## config.mk

```make
export PLATFORM = sky130hd
export DESIGN_NAME = uart_tx_channel_flat
export DESIGN_NICKNAME = d
export VERILOG_FILES = /design/src/rtl/uart_pkg.sv /design/src/rtl/uart_tx_channel_if.sv /design/src/rtl/uart_baud_gen.sv /design/src/rtl/uart_tx_channel.sv /design/src/flat_wrapper.sv
export SDC_FILE = /design/constraint.sdc
export NUM_CORES = 1
export LEC_CHECK = 0
export ABC_AREA = 1
export CORE_MARGIN = 8
export CORE_UTILIZATION = 59
export CTS_CLUSTER_SIZE = 24
export DETAILED_ROUTE_END_ITERATION = 6
export GPL_ROUTABILITY_DRIVEN = 0
export PLACE_DENSITY = 0.8
export SYNTH_ARGS = -nofsm -noshare
export SYNTH_HDL_FRONTEND = slang
export SYNTH_HIERARCHICAL = 1
export SYNTH_SLANG_ARGS = --single-unit
```

## constraint.sdc

```tcl
create_clock -name i_Clock -period 3.5 [get_ports i_Clock]
set_input_delay 0.7 -clock i_Clock [delete_from_list [all_inputs] [get_ports i_Clock]]
set_output_delay 0.7 -clock i_Clock [all_outputs]
set_load 0.005 [all_outputs]
```

## src/rtl/uart_pkg.sv

```systemverilog
// Shared definitions for the UART channel: transmitter state encoding,
// legal parameter ranges and the baud-counter width helper.
package uart_pkg;

  // Transmitter FSM states. Prefixed so the receive side can add its own.
  typedef enum logic [2:0] {
    TX_IDLE   = 3'd0,
    TX_START  = 3'd1,
    TX_DATA   = 3'd2,
    TX_PARITY = 3'd3,
    TX_STOP   = 3'd4,
    TX_BREAK  = 3'd5
  } tx_state_e;

  // Default bit period in clock cycles.
  localparam int DEFAULT_CLKS_PER_BIT = 87;

  // Legal configuration ranges.
  localparam int MIN_CLKS_PER_BIT = 2;
  localparam int MIN_DATA_BITS    = 5;
  localparam int MAX_DATA_BITS    = 8;
  localparam int MIN_STOP_BITS    = 1;
  localparam int MAX_STOP_BITS    = 2;

  // Width of a counter that must hold 0..n-1 (at least one bit).
  function automatic int cnt_width(input int n);
    return (n < 2) ? 1 : $clog2(n);
  endfunction

endpackage

```

## src/rtl/uart_tx_channel_if.sv

```systemverilog
// Bus-side signal bundle of one transmit channel. The bus/CPU side drives
// through the master modport; the transmitter uses the slave modport.
interface uart_tx_channel_if;

  logic       i_TxEN;       // transmitter enable, gates THR writes only
  logic       i_TxReset;    // synchronous transmitter reset command
  logic       i_WR;         // one-cycle write strobe
  logic [7:0] i_Data;       // write data
  logic       i_ParityEn;   // append parity bit
  logic       i_ParityOdd;  // 1 = odd parity, 0 = even
  logic       i_Break;      // hold line in break (space)
  logic       o_TX_Serial;  // serial line, idle = 1
  logic       o_TxRDY;      // THR empty
  logic       o_TxEMT;      // THR empty and shifter idle
  logic       o_TX_Active;  // FSM not idle

  modport master (
    output i_TxEN, i_TxReset, i_WR, i_Data, i_ParityEn, i_ParityOdd, i_Break,
    input  o_TX_Serial, o_TxRDY, o_TxEMT, o_TX_Active
  );

  modport slave (
    input  i_TxEN, i_TxReset, i_WR, i_Data, i_ParityEn, i_ParityOdd, i_Break,
    output o_TX_Serial, o_TxRDY, o_TxEMT, o_TX_Active
  );

endinterface

```

## src/rtl/uart_baud_gen.sv

```systemverilog
// Bit-period timer: counts 0..CLKS_PER_BIT-1 and wraps, pulsing o_Bit_End
// in the last cycle of each bit. i_Clear parks the count at 0 so the next
// bit starts on a clean boundary. Shared by the transmit and receive paths.
module uart_baud_gen
  import uart_pkg::*;
#(
  parameter  int CLKS_PER_BIT = DEFAULT_CLKS_PER_BIT,
  localparam int CW           = cnt_width(CLKS_PER_BIT)
) (
  input  logic i_Clock,
  input  logic i_Rst_L,
  input  logic i_Clear,
  output logic o_Bit_End
);

  logic [CW-1:0] r_count;
  logic          w_last;

  assign w_last = (r_count == CW'(CLKS_PER_BIT - 1));

  // Free-running bit counter; wraps at the end of each bit, held at 0 by clear.
  // NOTE: sequential state uses non-blocking (<=) so every flop samples the
  // pre-edge values; blocking here would create simulation/synthesis races.
  always_ff @(posedge i_Clock or negedge i_Rst_L) begin
    if (!i_Rst_L) begin
      r_count <= '0;
    end else if (i_Clear || w_last) begin
      r_count <= '0;
    end else begin
      r_count <= r_count + CW'(1);
    end
  end

  assign o_Bit_End = w_last && !i_Clear;

endmodule

```

## src/rtl/uart_tx_channel.sv

```systemverilog
// Transmit half of an MC68681-style serial channel: one-byte Transmit
// Holding Register (THR), shift register and framing FSM producing
// start / data (LSB first) / optional parity / stop bits, plus break
// generation and a synchronous transmitter reset command.
module uart_tx_channel
  import uart_pkg::*;
#(
  parameter int CLKS_PER_BIT = DEFAULT_CLKS_PER_BIT,
  parameter int DATA_BITS    = 8,
  parameter int STOP_BITS    = 1
) (
  input logic               i_Clock,
  input logic               i_Rst_L,
  uart_tx_channel_if.slave  bus
);

  // Reject illegal configurations at elaboration.
  if (CLKS_PER_BIT < MIN_CLKS_PER_BIT) begin : g_bad_clks_per_bit
    $error("uart_tx_channel: CLKS_PER_BIT must be >= 2");
  end
  if (DATA_BITS < MIN_DATA_BITS || DATA_BITS > MAX_DATA_BITS) begin : g_bad_data_bits
    $error("uart_tx_channel: DATA_BITS must be 5..8");
  end
  if (STOP_BITS < MIN_STOP_BITS || STOP_BITS > MAX_STOP_BITS) begin : g_bad_stop_bits
    $error("uart_tx_channel: STOP_BITS must be 1 or 2");
  end

  // Registered state.
  tx_state_e              r_state;
  logic                   r_thr_full;
  logic [DATA_BITS-1:0]   r_thr;
  logic [DATA_BITS-1:0]   r_shift;
  logic [2:0]             r_bit_idx;   // data bit or stop bit index
  logic                   r_parity;    // parity bit latched at frame start
  logic                   r_par_en;    // parity enable latched at frame start
  logic                   r_tx;

  // Next-state values.
  tx_state_e              w_state_next;
  logic                   w_thr_full_next;
  logic [DATA_BITS-1:0]   w_thr_next;
  logic [DATA_BITS-1:0]   w_shift_next;
  logic [2:0]             w_bit_idx_next;
  logic                   w_parity_next;
  logic                   w_par_en_next;
  logic                   w_tx_next;
  logic                   w_load;      // move THR into the shifter this edge
  logic                   w_bit_end;
  logic                   w_baud_clear;

  // The bit timer only runs inside a timed bit; IDLE and BREAK hold it at 0
  // so the first bit after either starts a full period. A reset command
  // also clears it so an aborted frame leaves no partial count behind.
  assign w_baud_clear = (r_state == TX_IDLE) || (r_state == TX_BREAK) || bus.i_TxReset;

  uart_baud_gen #(
    .CLKS_PER_BIT (CLKS_PER_BIT)
  ) u_baud_gen (
    .i_Clock   (i_Clock),
    .i_Rst_L   (i_Rst_L),
    .i_Clear   (w_baud_clear),
    .o_Bit_End (w_bit_end)
  );

  // Next-state, THR/shifter updates and next serial line value.
  // NOTE: every variable gets a default at the top of this block; any path
  // that left one unassigned would infer a latch.
  always_comb begin
    w_state_next    = r_state;
    w_thr_full_next = r_thr_full;
    w_thr_next      = r_thr;
    w_shift_next    = r_shift;
    w_bit_idx_next  = r_bit_idx;
    w_parity_next   = r_parity;
    w_par_en_next   = r_par_en;
    w_load          = 1'b0;
    w_tx_next       = 1'b1;

    case (r_state)
      TX_IDLE: begin
        // Break is only honoured at a frame boundary and beats a waiting byte.
        if (bus.i_Break) begin
          w_state_next = TX_BREAK;
        end else if (r_thr_full) begin
          w_load = 1'b1;
        end
      end

      TX_START: begin
        if (w_bit_end) begin
          w_state_next   = TX_DATA;
          w_bit_idx_next = '0;
        end
      end

      TX_DATA: begin
        if (w_bit_end) begin
          if (r_bit_idx == 3'(DATA_BITS - 1)) begin
            w_state_next   = r_par_en ? TX_PARITY : TX_STOP;
            w_bit_idx_next = '0;
          end else begin
            w_bit_idx_next = r_bit_idx + 3'd1;
            w_shift_next   = r_shift >> 1;
          end
        end
      end

      TX_PARITY: begin
        if (w_bit_end) begin
          w_state_next   = TX_STOP;
          w_bit_idx_next = '0;
        end
      end

      TX_STOP: begin
        if (w_bit_end) begin
          if (r_bit_idx == 3'(STOP_BITS - 1)) begin
            // Frame boundary: break first, then back-to-back, else idle.
            if (bus.i_Break) begin
              w_state_next = TX_BREAK;
            end else if (r_thr_full) begin
              w_load = 1'b1;
            end else begin
              w_state_next = TX_IDLE;
            end
          end else begin
            w_bit_idx_next = r_bit_idx + 3'd1;
          end
        end
      end

      TX_BREAK: begin
        // Leaving break always marks for exactly one bit time, whatever
        // STOP_BITS is, by entering STOP already on its last stop bit.
        if (!bus.i_Break) begin
          w_state_next   = TX_STOP;
          w_bit_idx_next = 3'(STOP_BITS - 1);
        end
      end

      default: begin
        w_state_next = TX_IDLE;
      end
    endcase

    // Start a frame: THR empties into the shifter, parity is frozen.
    if (w_load) begin
      w_state_next    = TX_START;
      w_thr_full_next = 1'b0;
      w_shift_next    = r_thr;
      w_parity_next   = (^r_thr) ^ bus.i_ParityOdd;
      w_par_en_next   = bus.i_ParityEn;
    end

    // CPU write: accepted only into an empty THR with the transmitter
    // enabled. A THR that is emptying on this edge still counts as full.
    if (bus.i_WR && bus.i_TxEN && !r_thr_full) begin
      w_thr_full_next = 1'b1;
      w_thr_next      = bus.i_Data[DATA_BITS-1:0];
    end

    // The line is registered, so drive the value belonging to the state
    // being entered on this edge.
    case (w_state_next)
      TX_IDLE:   w_tx_next = 1'b1;
      TX_START:  w_tx_next = 1'b0;
      TX_DATA:   w_tx_next = w_shift_next[0];
      TX_PARITY: w_tx_next = w_parity_next;
      TX_STOP:   w_tx_next = 1'b1;
      TX_BREAK:  w_tx_next = 1'b0;
      default:   w_tx_next = 1'b1;
    endcase

    // Transmitter reset command overrides everything, including a write.
    if (bus.i_TxReset) begin
      w_state_next    = TX_IDLE;
      w_thr_full_next = 1'b0;
      w_thr_next      = '0;
      w_shift_next    = '0;
      w_bit_idx_next  = '0;
      w_parity_next   = 1'b0;
      w_par_en_next   = 1'b0;
      w_tx_next       = 1'b1;
    end
  end

  // State register for the FSM, THR, shifter and serial line.
  // NOTE: the THR data and shifter are reset along with the control flops;
  // they are a handful of bits, not a RAM, so a defined value is free.
  always_ff @(posedge i_Clock or negedge i_Rst_L) begin
    if (!i_Rst_L) begin
      r_state    <= TX_IDLE;
      r_thr_full <= 1'b0;
      r_thr      <= '0;
      r_shift    <= '0;
      r_bit_idx  <= '0;
      r_parity   <= 1'b0;
      r_par_en   <= 1'b0;
      r_tx       <= 1'b1;
    end else begin
      r_state    <= w_state_next;
      r_thr_full <= w_thr_full_next;
      r_thr      <= w_thr_next;
      r_shift    <= w_shift_next;
      r_bit_idx  <= w_bit_idx_next;
      r_parity   <= w_parity_next;
      r_par_en   <= w_par_en_next;
      r_tx       <= w_tx_next;
    end
  end

  assign bus.o_TX_Serial = r_tx;
  assign bus.o_TxRDY     = !r_thr_full;
  assign bus.o_TxEMT     = !r_thr_full && (r_state == TX_IDLE);
  assign bus.o_TX_Active = (r_state != TX_IDLE);

endmodule

```

## src/flat_wrapper.sv

```systemverilog
// flat-port wrapper written by rule: the top's interface ports become plain ports
module uart_tx_channel_flat import uart_pkg::*;
#(
  parameter int CLKS_PER_BIT = DEFAULT_CLKS_PER_BIT,
  parameter int DATA_BITS    = 8,
  parameter int STOP_BITS    = 1
)
  (i_Clock, i_Rst_L, bus_i_TxEN, bus_i_TxReset, bus_i_WR, bus_i_Data, bus_i_ParityEn, bus_i_ParityOdd, bus_i_Break, bus_o_TX_Serial, bus_o_TxRDY, bus_o_TxEMT, bus_o_TX_Active);
  uart_tx_channel_if bus_i ();
  input logic i_Clock;
  input logic i_Rst_L;
  input wire logic [$bits(bus_i.i_TxEN)-1:0] bus_i_TxEN;
  input wire logic [$bits(bus_i.i_TxReset)-1:0] bus_i_TxReset;
  input wire logic [$bits(bus_i.i_WR)-1:0] bus_i_WR;
  input wire logic [$bits(bus_i.i_Data)-1:0] bus_i_Data;
  input wire logic [$bits(bus_i.i_ParityEn)-1:0] bus_i_ParityEn;
  input wire logic [$bits(bus_i.i_ParityOdd)-1:0] bus_i_ParityOdd;
  input wire logic [$bits(bus_i.i_Break)-1:0] bus_i_Break;
  output wire logic [$bits(bus_i.o_TX_Serial)-1:0] bus_o_TX_Serial;
  output wire logic [$bits(bus_i.o_TxRDY)-1:0] bus_o_TxRDY;
  output wire logic [$bits(bus_i.o_TxEMT)-1:0] bus_o_TxEMT;
  output wire logic [$bits(bus_i.o_TX_Active)-1:0] bus_o_TX_Active;
  assign bus_i.i_TxEN = bus_i_TxEN;
  assign bus_i.i_TxReset = bus_i_TxReset;
  assign bus_i.i_WR = bus_i_WR;
  assign bus_i.i_Data = bus_i_Data;
  assign bus_i.i_ParityEn = bus_i_ParityEn;
  assign bus_i.i_ParityOdd = bus_i_ParityOdd;
  assign bus_i.i_Break = bus_i_Break;
  assign bus_o_TX_Serial = bus_i.o_TX_Serial;
  assign bus_o_TxRDY = bus_i.o_TxRDY;
  assign bus_o_TxEMT = bus_i.o_TxEMT;
  assign bus_o_TX_Active = bus_i.o_TX_Active;
  uart_tx_channel #(.CLKS_PER_BIT(CLKS_PER_BIT), .DATA_BITS(DATA_BITS), .STOP_BITS(STOP_BITS)) u_core (.i_Clock(i_Clock), .i_Rst_L(i_Rst_L), .bus(bus_i));
endmodule
```

==> results of run 1 <==
==> flip-flops by register name (all words and copies together), names as in the netlist <==
name                       count
u_core/r_shift                 8
u_core/r_par_en                1
u_core/r_thr                   8
u_core/u_baud_gen/r_count      7
u_core/r_parity                1
u_core/r_state                 3
u_core/r_thr_full              1
u_core/bus.o_TX_Serial         1
u_core/r_bit_idx               3
==> metrics by stage <==
stage,power [mW],hold slack [ns],setup WS [ns]
5_1_grt,0.923,0.570,0.877
6_report,0.861,0.523,1.01
3_5_place_dp,0.644,0.510,1.10
4_1_cts,0.869,0.522,0.991
3_3_place_gp,0.640,0.496,1.16
2_1_floorplan,0.567,0.404,1.31
==> routing by layer <==
layer  share of wire, %  track usage [%]  up-vias  wire length (microns)
met5                  0                0        -                      0
met4                1.6             6.43        0                     65
met3                5.6             6.14        8                    226
met2                 49             27.1       46                   1990
met1                 44             20.0      802                   1790
li1                   -                -      883                      -
==> worst max path at each step <==
stage | slack (ns) | endpoint | start
3_5_place_dp | 1.10 | u_core/r_parity | bus_i_TxReset
4_1_cts | 0.99 | bus_o_TxEMT | u_core/r_state[0]
2_1_floorplan | 1.31 | u_core/r_shift[1] | bus_i_TxReset
5_1_grt | 0.88 | bus_o_TxEMT | u_core/r_state[0]
6_report | 1.01 | bus_o_TxEMT | u_core/r_state[0]
3_3_place_gp | 1.16 | u_core/r_parity | bus_i_TxReset
==> critical path, cell delays in order, from the launching register on <==
cell and delay [ns]:
sky130_fd_sc_hd__dfrtp_1 0.47, sky130_fd_sc_hd__inv_2 0.10, sky130_fd_sc_hd__nand2_2 0.07, sky130_fd_sc_hd__nor2_1 0.12, sky130_fd_sc_hd__inv_1 0.09, sky130_fd_sc_hd__nor2_1 0.09, sky130_fd_sc_hd__clkdlybuf4s50_1 0.51
==> cells in the final DEF, fill, tap and decap left out, types with 4 or more instances in the layout <==
cell / instances
sky130_fd_sc_hd__a21oi_1: 5
sky130_fd_sc_hd__buf_4: 4
sky130_fd_sc_hd__clkbuf_4: 5
sky130_fd_sc_hd__clkdlybuf4s50_1: 19
sky130_fd_sc_hd__dfrtp_1: 32
sky130_fd_sc_hd__ha_1: 5
sky130_fd_sc_hd__inv_1: 39
sky130_fd_sc_hd__inv_2: 7
sky130_fd_sc_hd__nand2_1: 49
sky130_fd_sc_hd__nand3_1: 22
sky130_fd_sc_hd__nand3_2: 4
sky130_fd_sc_hd__nand4_1: 5
sky130_fd_sc_hd__nor2_1: 26
sky130_fd_sc_hd__o21ai_1: 25
sky130_fd_sc_hd__o22ai_1: 7
==> Yosys cell counts <==
master | count | share of area, %
sky130_fd_sc_hd__o32ai_1 | 1 | 0.45
sky130_fd_sc_hd__a21oi_2 | 1 | 0.45
sky130_fd_sc_hd__a311oi_1 | 1 | 0.45
sky130_fd_sc_hd__o22ai_1 | 7 | 2.2
sky130_fd_sc_hd__inv_1 | 39 | 7.5
sky130_fd_sc_hd__nand4_1 | 5 | 1.6
sky130_fd_sc_hd__o21bai_2 | 1 | 0.58
sky130_fd_sc_hd__nand2_1 | 49 | 9.4
sky130_fd_sc_hd__o21ai_1 | 25 | 6.4
sky130_fd_sc_hd__a21oi_1 | 5 | 1.3
sky130_fd_sc_hd__buf_2 | 3 | 0.77
sky130_fd_sc_hd__nand3_4 | 1 | 0.90
sky130_fd_sc_hd__dfrtp_1 | 32 | 41
sky130_fd_sc_hd__nand3_2 | 4 | 2.1
sky130_fd_sc_hd__buf_6 | 1 | 0.58
sky130_fd_sc_hd__nand3_1 | 22 | 5.7
sky130_fd_sc_hd__nor3_1 | 1 | 0.26
sky130_fd_sc_hd__or2_1 | 1 | 0.32
sky130_fd_sc_hd__xnor2_1 | 1 | 0.45
sky130_fd_sc_hd__o21bai_1 | 1 | 0.39
sky130_fd_sc_hd__nor2_2 | 1 | 0.32
sky130_fd_sc_hd__o21ai_2 | 1 | 0.45
sky130_fd_sc_hd__nor2_1 | 26 | 5.0
sky130_fd_sc_hd__inv_2 | 7 | 1.3
sky130_fd_sc_hd__nand2_4 | 1 | 0.58
sky130_fd_sc_hd__o21ai_0 | 3 | 0.77
sky130_fd_sc_hd__buf_1 | 1 | 0.19
sky130_fd_sc_hd__o31ai_1 | 1 | 0.39
sky130_fd_sc_hd__nor3_2 | 1 | 0.51
sky130_fd_sc_hd__xor2_1 | 3 | 1.3
sky130_fd_sc_hd__nand2_2 | 3 | 0.96
sky130_fd_sc_hd__clkbuf_1 | 1 | 0.19
sky130_fd_sc_hd__a21boi_0 | 1 | 0.39
sky130_fd_sc_hd__dfstp_2 | 1 | 1.3
sky130_fd_sc_hd__ha_1 | 5 | 3.2
==> final cells by class <==
class | instances | area [sq um] | area share, %
clock buffers | 8 | 58.8 | 2.61
flip-flops and latches | 33 | 827 | 36.8
well taps | 46 | 57.6 | 2.56
repair buffers | 23 | 220 | 9.79
multi-input cells | 172 | 913 | 40.6
inverters | 46 | 173 | 7.68
==> power by group through the flow <==
stage	Clock [mW]	Combinational, mW	Sequential, mW
final	0.225	0.200	0.436
after detailed placement	0	0.201	0.443
after CTS	0.232	0.201	0.436
after global routing	0.252	0.230	0.441
after global placement	0	0.197	0.443
after floorplan	0	0.131	0.436
==> cell families after synthesis <==
group / Yosys count / share of synthesized area [%]
DFF: 33 / 42.5
AOI/OAI and AO/OA: 48 / 14.3
and+or+nand+nor: 115 / 27.6
buffers and inverters: 52 / 10.6
adders and majority gates: 5 / 3.21
xor gates and xnor gates: 4 / 1.80
==> results.md, run 1 <==
Finish:
- The share of cells above drive strength 1 is 11.3%.
- The layout has 314 filler cells.
- The area growth from synthesis to final layout is 15.6%.
- The finished layout holds 328 standard cells, fillers aside.
- The final core utilization is 69.0%.
- 0 antenna diodes ended up in the layout.
- At the end of the flow, the number of nets in the layout was 302.
- The area of all placed cells without fillers is 0.00225 sq mm.

Routing:
- After detailed routing, the number of vias per cell comes to 5.30.
- The DRC violations left is 0.
- The routed length per instance is 12.4 microns.
- For this run, the detailed router's first-pass iteration total came to 4.
- The routed layout has 1,739 vias.
- In this run the remaining antenna-violating nets after routing total 0.
- The aggregate routed wire length is 4.07 mm.
- For this block, the initial DRC count from the detailed router was 135.

Die:
- The initial standard-cell utilization of the core is 59.8%.
- The number of top-level design ports is 20.
- The core box area is 0.00326 sq mm.
- The floorplan die width is 73.4 microns.
- The die covers 0.00539 sq mm.
- The floorplan has 21 rows.
- The die is 73.4 microns tall.

Yosys:
- After technology mapping, the gate count stands at 257.
- The share of the yosys chip area belonging to registers is 42.5%.
- After synthesis, the mean cell area works out to 7.58 sq um.
- The net count of the mapped netlist is 278.
- Synthesis instantiated 35 different standard cells from the library.
- The flop and latch count out of synthesis is 33.
- In this run the cell area of the synthesized design comes to 0.00195 sq mm.
- The Yosys warning count is 6.

Clocking:
- The number of buffers inserted for hold repair after clock tree synthesis is 0.
- The clock tree root driver cell is sky130_fd_sc_hd__clkbuf_4.
- TritonCTS built the clock tree.
- The CTS buffer count is 5.
- In this run the number of H-tree levels came out at 2.
- The post-CTS setup buffer count is 0.
- The clock passes through at most 2 buffers.
- The clock edge transition at the registers on the reported setup and hold paths is 0.10 ns.
- The clock net in this run drives a total of 33 sinks.
- The clock latency reported for the late side of the worst-skew pair is 0.33 ns.
- The post-CTS resize count is 0.

Power and ir drop:
- The relative contribution of the clock network to total power is 26.1%.
- The analysis attributes to net switching a power of 268 uW.
- For this design the static power due to leakage is 1.06 nW.
- Across the VDD grid, the largest voltage drop is 265 uV.
- The switching share of power is 31.2%.
- In this run, the combinational gates consume 23.3% of the power.
- The total internal power is 593 uW.
- The total power per unit cell area is 383 mW/mm^2.
- The sequential fraction of design power is 50.6%.

STA:
- The worst max-slew margin expressed relative to the limit is 71.5%.
- The worst clock skew is 0.0110 ns.
- The share of the clock period used by the worst path after layout is 71.1%.
- The final setup TNS is 0 ns.
- The transition time at the pin with the least slew margin is 0.427 ns.
- Subtracting the final worst setup slack from the clock period gives 2.49 ns.
- The number of max-slew violations in the final report is 0.
- The final-report hold violation count is 0.
- The setup-violating endpoint count in the final report is 0.
- The maximum clock frequency is 0.402 GHz.
- Setup repair after global routing left no endpoint under its margin.

Placed design:
- After detailed placement, the design holds a cell count of 320.
- The count of port buffers added during placement is 19.
- After legalization and detailed placement, the total HPWL measured 3.08 mm.
- The placed instances occupy a cell area of 0.00219 sq mm.

Global route:
- In the global route stage, overall resource usage came out at 16.9%.
- The first-pass GRT wire length is 7.04 mm.
- Entering global routing, the biggest net connects 34 pins.
- The number of global-route vias before repair is 1,592.
- The number of antenna violations at the first check in global routing came to 0.
- The global route total overflow is 0.

Worst hold path:
- The start point of the worst hold path is u_core/u_baud_gen/r_count[0].
- The type of the worst min-delay path is flop to flop.
- The terminating pin of the worst hold path is u_core/u_baud_gen/r_count[0].
- The number of cells traversed by the worst hold path is 1.

Setup path:
- The origin of the critical flop-to-flop path is u_core/r_state[1].
- The critical path endpoint category is an output pin.
- The number of cells on the worst reg-to-reg path is 11.
- The critical path required time is 2.80 ns.
- The worst setup path is of the flop to output pin kind.
- The category of the worst setup path launch point is a flop.
- The worst reg2reg path endpoint is u_core/r_shift[6].
- Across all register-to-register paths, the minimum setup slack is 1.48 ns.
- In this run the worst path has a maximum fanout of 7.
- The arrival time at the worst endpoint is 1.79 ns.

Job:
- The number of violations of the max-capacitance limit is 0.

Run status:
- The flow ran to the end, and the final reports show no timing, DRC or antenna violations.
Power figures use the tool's default switching activity.
==> run 2, diff against run 1 <==
--- a/config.mk
+++ b/config.mk
@@ -7,11 +7,11 @@
 export LEC_CHECK = 0
 export ABC_AREA = 1
 export CORE_MARGIN = 8
-export CORE_UTILIZATION = 59
+export CORE_UTILIZATION = 56
 export CTS_CLUSTER_SIZE = 24
 export DETAILED_ROUTE_END_ITERATION = 6
 export GPL_ROUTABILITY_DRIVEN = 0
-export PLACE_DENSITY = 0.8
+export PLACE_DENSITY = 0.77
 export SYNTH_ARGS = -nofsm -noshare
 export SYNTH_HDL_FRONTEND = slang
 export SYNTH_HIERARCHICAL = 1
==> constraint.sdc (replaced) <==
create_clock -name i_Clock -period 2.35 [get_ports i_Clock]
set_input_delay 0.47 -clock i_Clock [delete_from_list [all_inputs] [get_ports i_Clock]]
set_output_delay 0.47 -clock i_Clock [all_outputs]
set_load 0.005 [all_outputs]
==> run 2 against run 1 <==
Effect of this change: worst hold slack got worse by 0.012 ns; critical path depth unchanged; core utilization down 1.2 points; non-clock buffer count grew 3; global-route usage shrank 0.30 points; critical endpoint unchanged; largest power group unchanged.
==> results.md, run 2 (same netlist as run 1, synthesis figures left out) <==
Clocking:
- The sink count of the clock tree is 33.
- The clock tree from TritonCTS is done.
- The maximum root-to-sink buffer count is 2.
- The number of hold buffers added after CTS was 0.
- The clock reaches the later pin of the worst-skew pair after 0.33 ns.
- The CTS buffer count is 5.
- The cell sitting at the root of the clock tree is a sky130_fd_sc_hd__clkbuf_4.
- The depth of the CTS H-tree is 2.
- After clock tree synthesis, the clock-pin slew on the worst setup and hold paths is 0.09 ns.

Placed design:
- The post-DP HPWL is 2.98 mm.
- Buffers placed on the I/O ports in this run total 19.

Power and ir drop:
- The maximum VDD drop is 391 uV.
- Of the total power, registers draw 51.6%.
- The total power per unit cell area is 552 mW/mm^2.
- In this run switching power makes up 31.1% of total power.
- Combinational logic burns 24.7% of the power.
- The relative contribution of the clock network to total power is 23.7%.
- The design draws 1.25 mW.
- The internal power of the cells totals 862 uW.
- Summed over all cells, the static leakage comes to 1.07 nW.
- The analysis attributes to net switching a power of 389 uW.

Worst hold path:
- The type of the worst min-delay path is flop to flop.
- The startpoint identified for the worst hold timing path is u_core/u_baud_gen/r_count[0].
- Counting instances, the worst hold path has a depth of 1.
- The worst hold path terminates at u_core/u_baud_gen/r_count[0].

Finish:
- The final core utilization is 67.9%.
- The library cell used most frequently in the layout, excluding fill and tap cells, is sky130_fd_sc_hd__nand2_1.
- The number of inserted diodes is 0.
- The largest registers in the layout are u_core/r_shift x8, u_core/r_thr x8, u_core/u_baud_gen/r_count x7.
- In the layout the commonest cells are sky130_fd_sc_hd__nand2_1, sky130_fd_sc_hd__inv_1, sky130_fd_sc_hd__dfrtp_1.
- The final-layout fill cell count is 298.
- The area growth from synthesis to final layout is 16.3%.
- At the end of the flow, the number of nets in the layout was 305.
- Cells with a size suffix above 1 make up 12.6% of the layout.

Setup path:
- The worst register-to-register path ends at u_core/r_bit_idx[0].
- In this run the worst path has a maximum fanout of 4.
- The worst setup slack for register-to-register paths is 0.41 ns.
- The origin of the critical flop-to-flop path is u_core/r_state[2].
- Counting cells, the worst reg-to-reg path comes to 12.
- The critical path required time is 1.88 ns.
- At the worst endpoint, the arrival time is 1.73 ns.
- The worst setup path is of the flop to output pin kind.
- STA classifies the critical path endpoint as an output pin.
- The critical path starts at u_core/r_state[0].
- STA classifies the critical path startpoint as a flop.

Routing:
- In this run the top signal layer used is met4.
- Across all layers, the routed design uses 1,707 vias.
- Using the TritonRoute via totals, the vias-per-cell ratio works out to 5.16.
- The number of detailed-routing iterations run before antenna repair is 4.
- After detailed routing, the total wire length is 3.95 mm.
- For this run, design rule violations remaining after detail routing come to 0.
- In the final routed layout, each cell accounts on average for 11.9 microns.
- Once detail routing completed, the nets flagged for antenna violations numbered 0.
- The met2 wirelength from detailed routing is 1.76 mm.
- After detailed routing, the wire length on met1 is 1.86 mm.
- In the detailed route, the total length drawn on met3 is 249 microns.
- In this run, the number of DRC markers left after iteration 0 of detailed routing was 84.

STA:
- The transition time at the pin with the least slew margin is 0.415 ns.
- The final-report hold violation count is 0.
- The number of max-slew violations in the final report is 0.
- After layout, the minimum clock period comes to 2.20 ns.
- In this run the tightest slew margin relative to its limit is 72.3%.
- The share of the clock period used by the worst path after layout is 93.8%.
- On the final layout, the worst clock skew is 0.00692 ns.
- The setup-violating endpoint count in the final report is 0.
- Static timing analysis puts the maximum clock frequency at 0.454 GHz.

Global route:
- The largest net degree at the start of global routing is 34.
- The first global-routing pass estimated 7.07 mm of wire.
- The number of global-route vias before repair is 1,643.
- The number of antenna violations at the first check in global routing came to 0.
- Global routing consumed, over all layers together, 16.6% of the routing resources.
- After global routing the overflow that remains totals 0.

Die:
- The full die area is 0.00562 sq mm.
- The number of top-level design ports is 20.
- The number of core rows is 21.
- The die is 75.0 microns tall.
- The core box area is 0.00334 sq mm.
- The initial standard-cell utilization of the core is 58.3%.
- The die is 75.0 microns wide.

Run status:
- The flow ran to the end, and the final reports show no timing, DRC or antenna violations.

Job:
- The tool flagged a number of max-cap violations equal to 0.
run 2: changes by cell type in the layout (fill, tap and decap cells not counted):
| cell | delta |
|---|---|
| sky130_fd_sc_hd__buf_4 | +3 |
| sky130_fd_sc_hd__clkbuf_1 | +1 |
| sky130_fd_sc_hd__clkbuf_8 | -1 |
| sky130_fd_sc_hd__dfrtp_1 | -2 |
| sky130_fd_sc_hd__dfrtp_2 | +2 |
run 2: power by group through the flow:
| stage | Sequential [mW] | Clock, mW | Combinational (mW) |
|---|---|---|---|
| after floorplan | 0.649 | 0 | 0.195 |
| after global placement | 0.659 | 0 | 0.294 |
| after detailed placement | 0.658 | 0 | 0.300 |
| after CTS | 0.647 | 0.310 | 0.302 |
| after global routing | 0.651 | 0.328 | 0.358 |
| final | 0.645 | 0.296 | 0.309 |
run 2: what timing repair did:
item                                    in CTS  in global routing
setup buffers                                0                  3
gates resized for setup                      0                  2
endpoints found under the setup margin       0                  2
run 2: per-layer routing:
metal  vias to the layer above  GRT usage, %
met5                         -             0
met4                         0          8.04
met3                        10          6.13
met2                        47          25.2
met1                       765          20.1
li1                        885             -
run 2: per-stage QoR:
stage          setup slack, ns  area, sq um  hold WS, ns  std cells   TNS, ns
6_report                 0.146         2260        0.511        331         0
5_1_grt               -0.00765         2260        0.534        331  -0.00765
3_5_place_dp             0.180         2190        0.506        320         0
4_1_cts                 0.0537         2240        0.519        328         0
2_1_floorplan            0.390         1950        0.174        257         0
3_3_place_gp             0.230         2190        0.501        320         0
run 2: worst max path at each step:
| stage | endpoint | slack (ns) | cells after the start |
|---|---|---|---|
| finish | bus_o_TxEMT | 0.15 | 6 |
| global route | bus_o_TxEMT | -0.008 | 6 |
| CTS | bus_o_TxEMT | 0.05 | 6 |
| global placement | u_core/r_parity | 0.23 | 11 |
| floorplan | u_core/r_shift[1] | 0.39 | 11 |
| detailed placement | u_core/r_bit_idx[0] | 0.18 | 11 |
run 2: cell type report:
cell class	instances	area, sq um	share of cell area, %
timing repair buffer	26	243	10.7
clock buffer	8	48.8	2.15
multi-input combinational	172	913	40.3
tap	46	57.6	2.54
inverter	46	173	7.62
sequential	33	830	36.6
run 2: critical path, stage by stage, from the launching register on:
cell	delay, ns
sky130_fd_sc_hd__dfrtp_2	0.45
sky130_fd_sc_hd__inv_2	0.08
sky130_fd_sc_hd__nand2_2	0.07
sky130_fd_sc_hd__nor2_1	0.11
sky130_fd_sc_hd__inv_1	0.09
sky130_fd_sc_hd__nor2_1	0.09
sky130_fd_sc_hd__clkdlybuf4s50_1	0.50
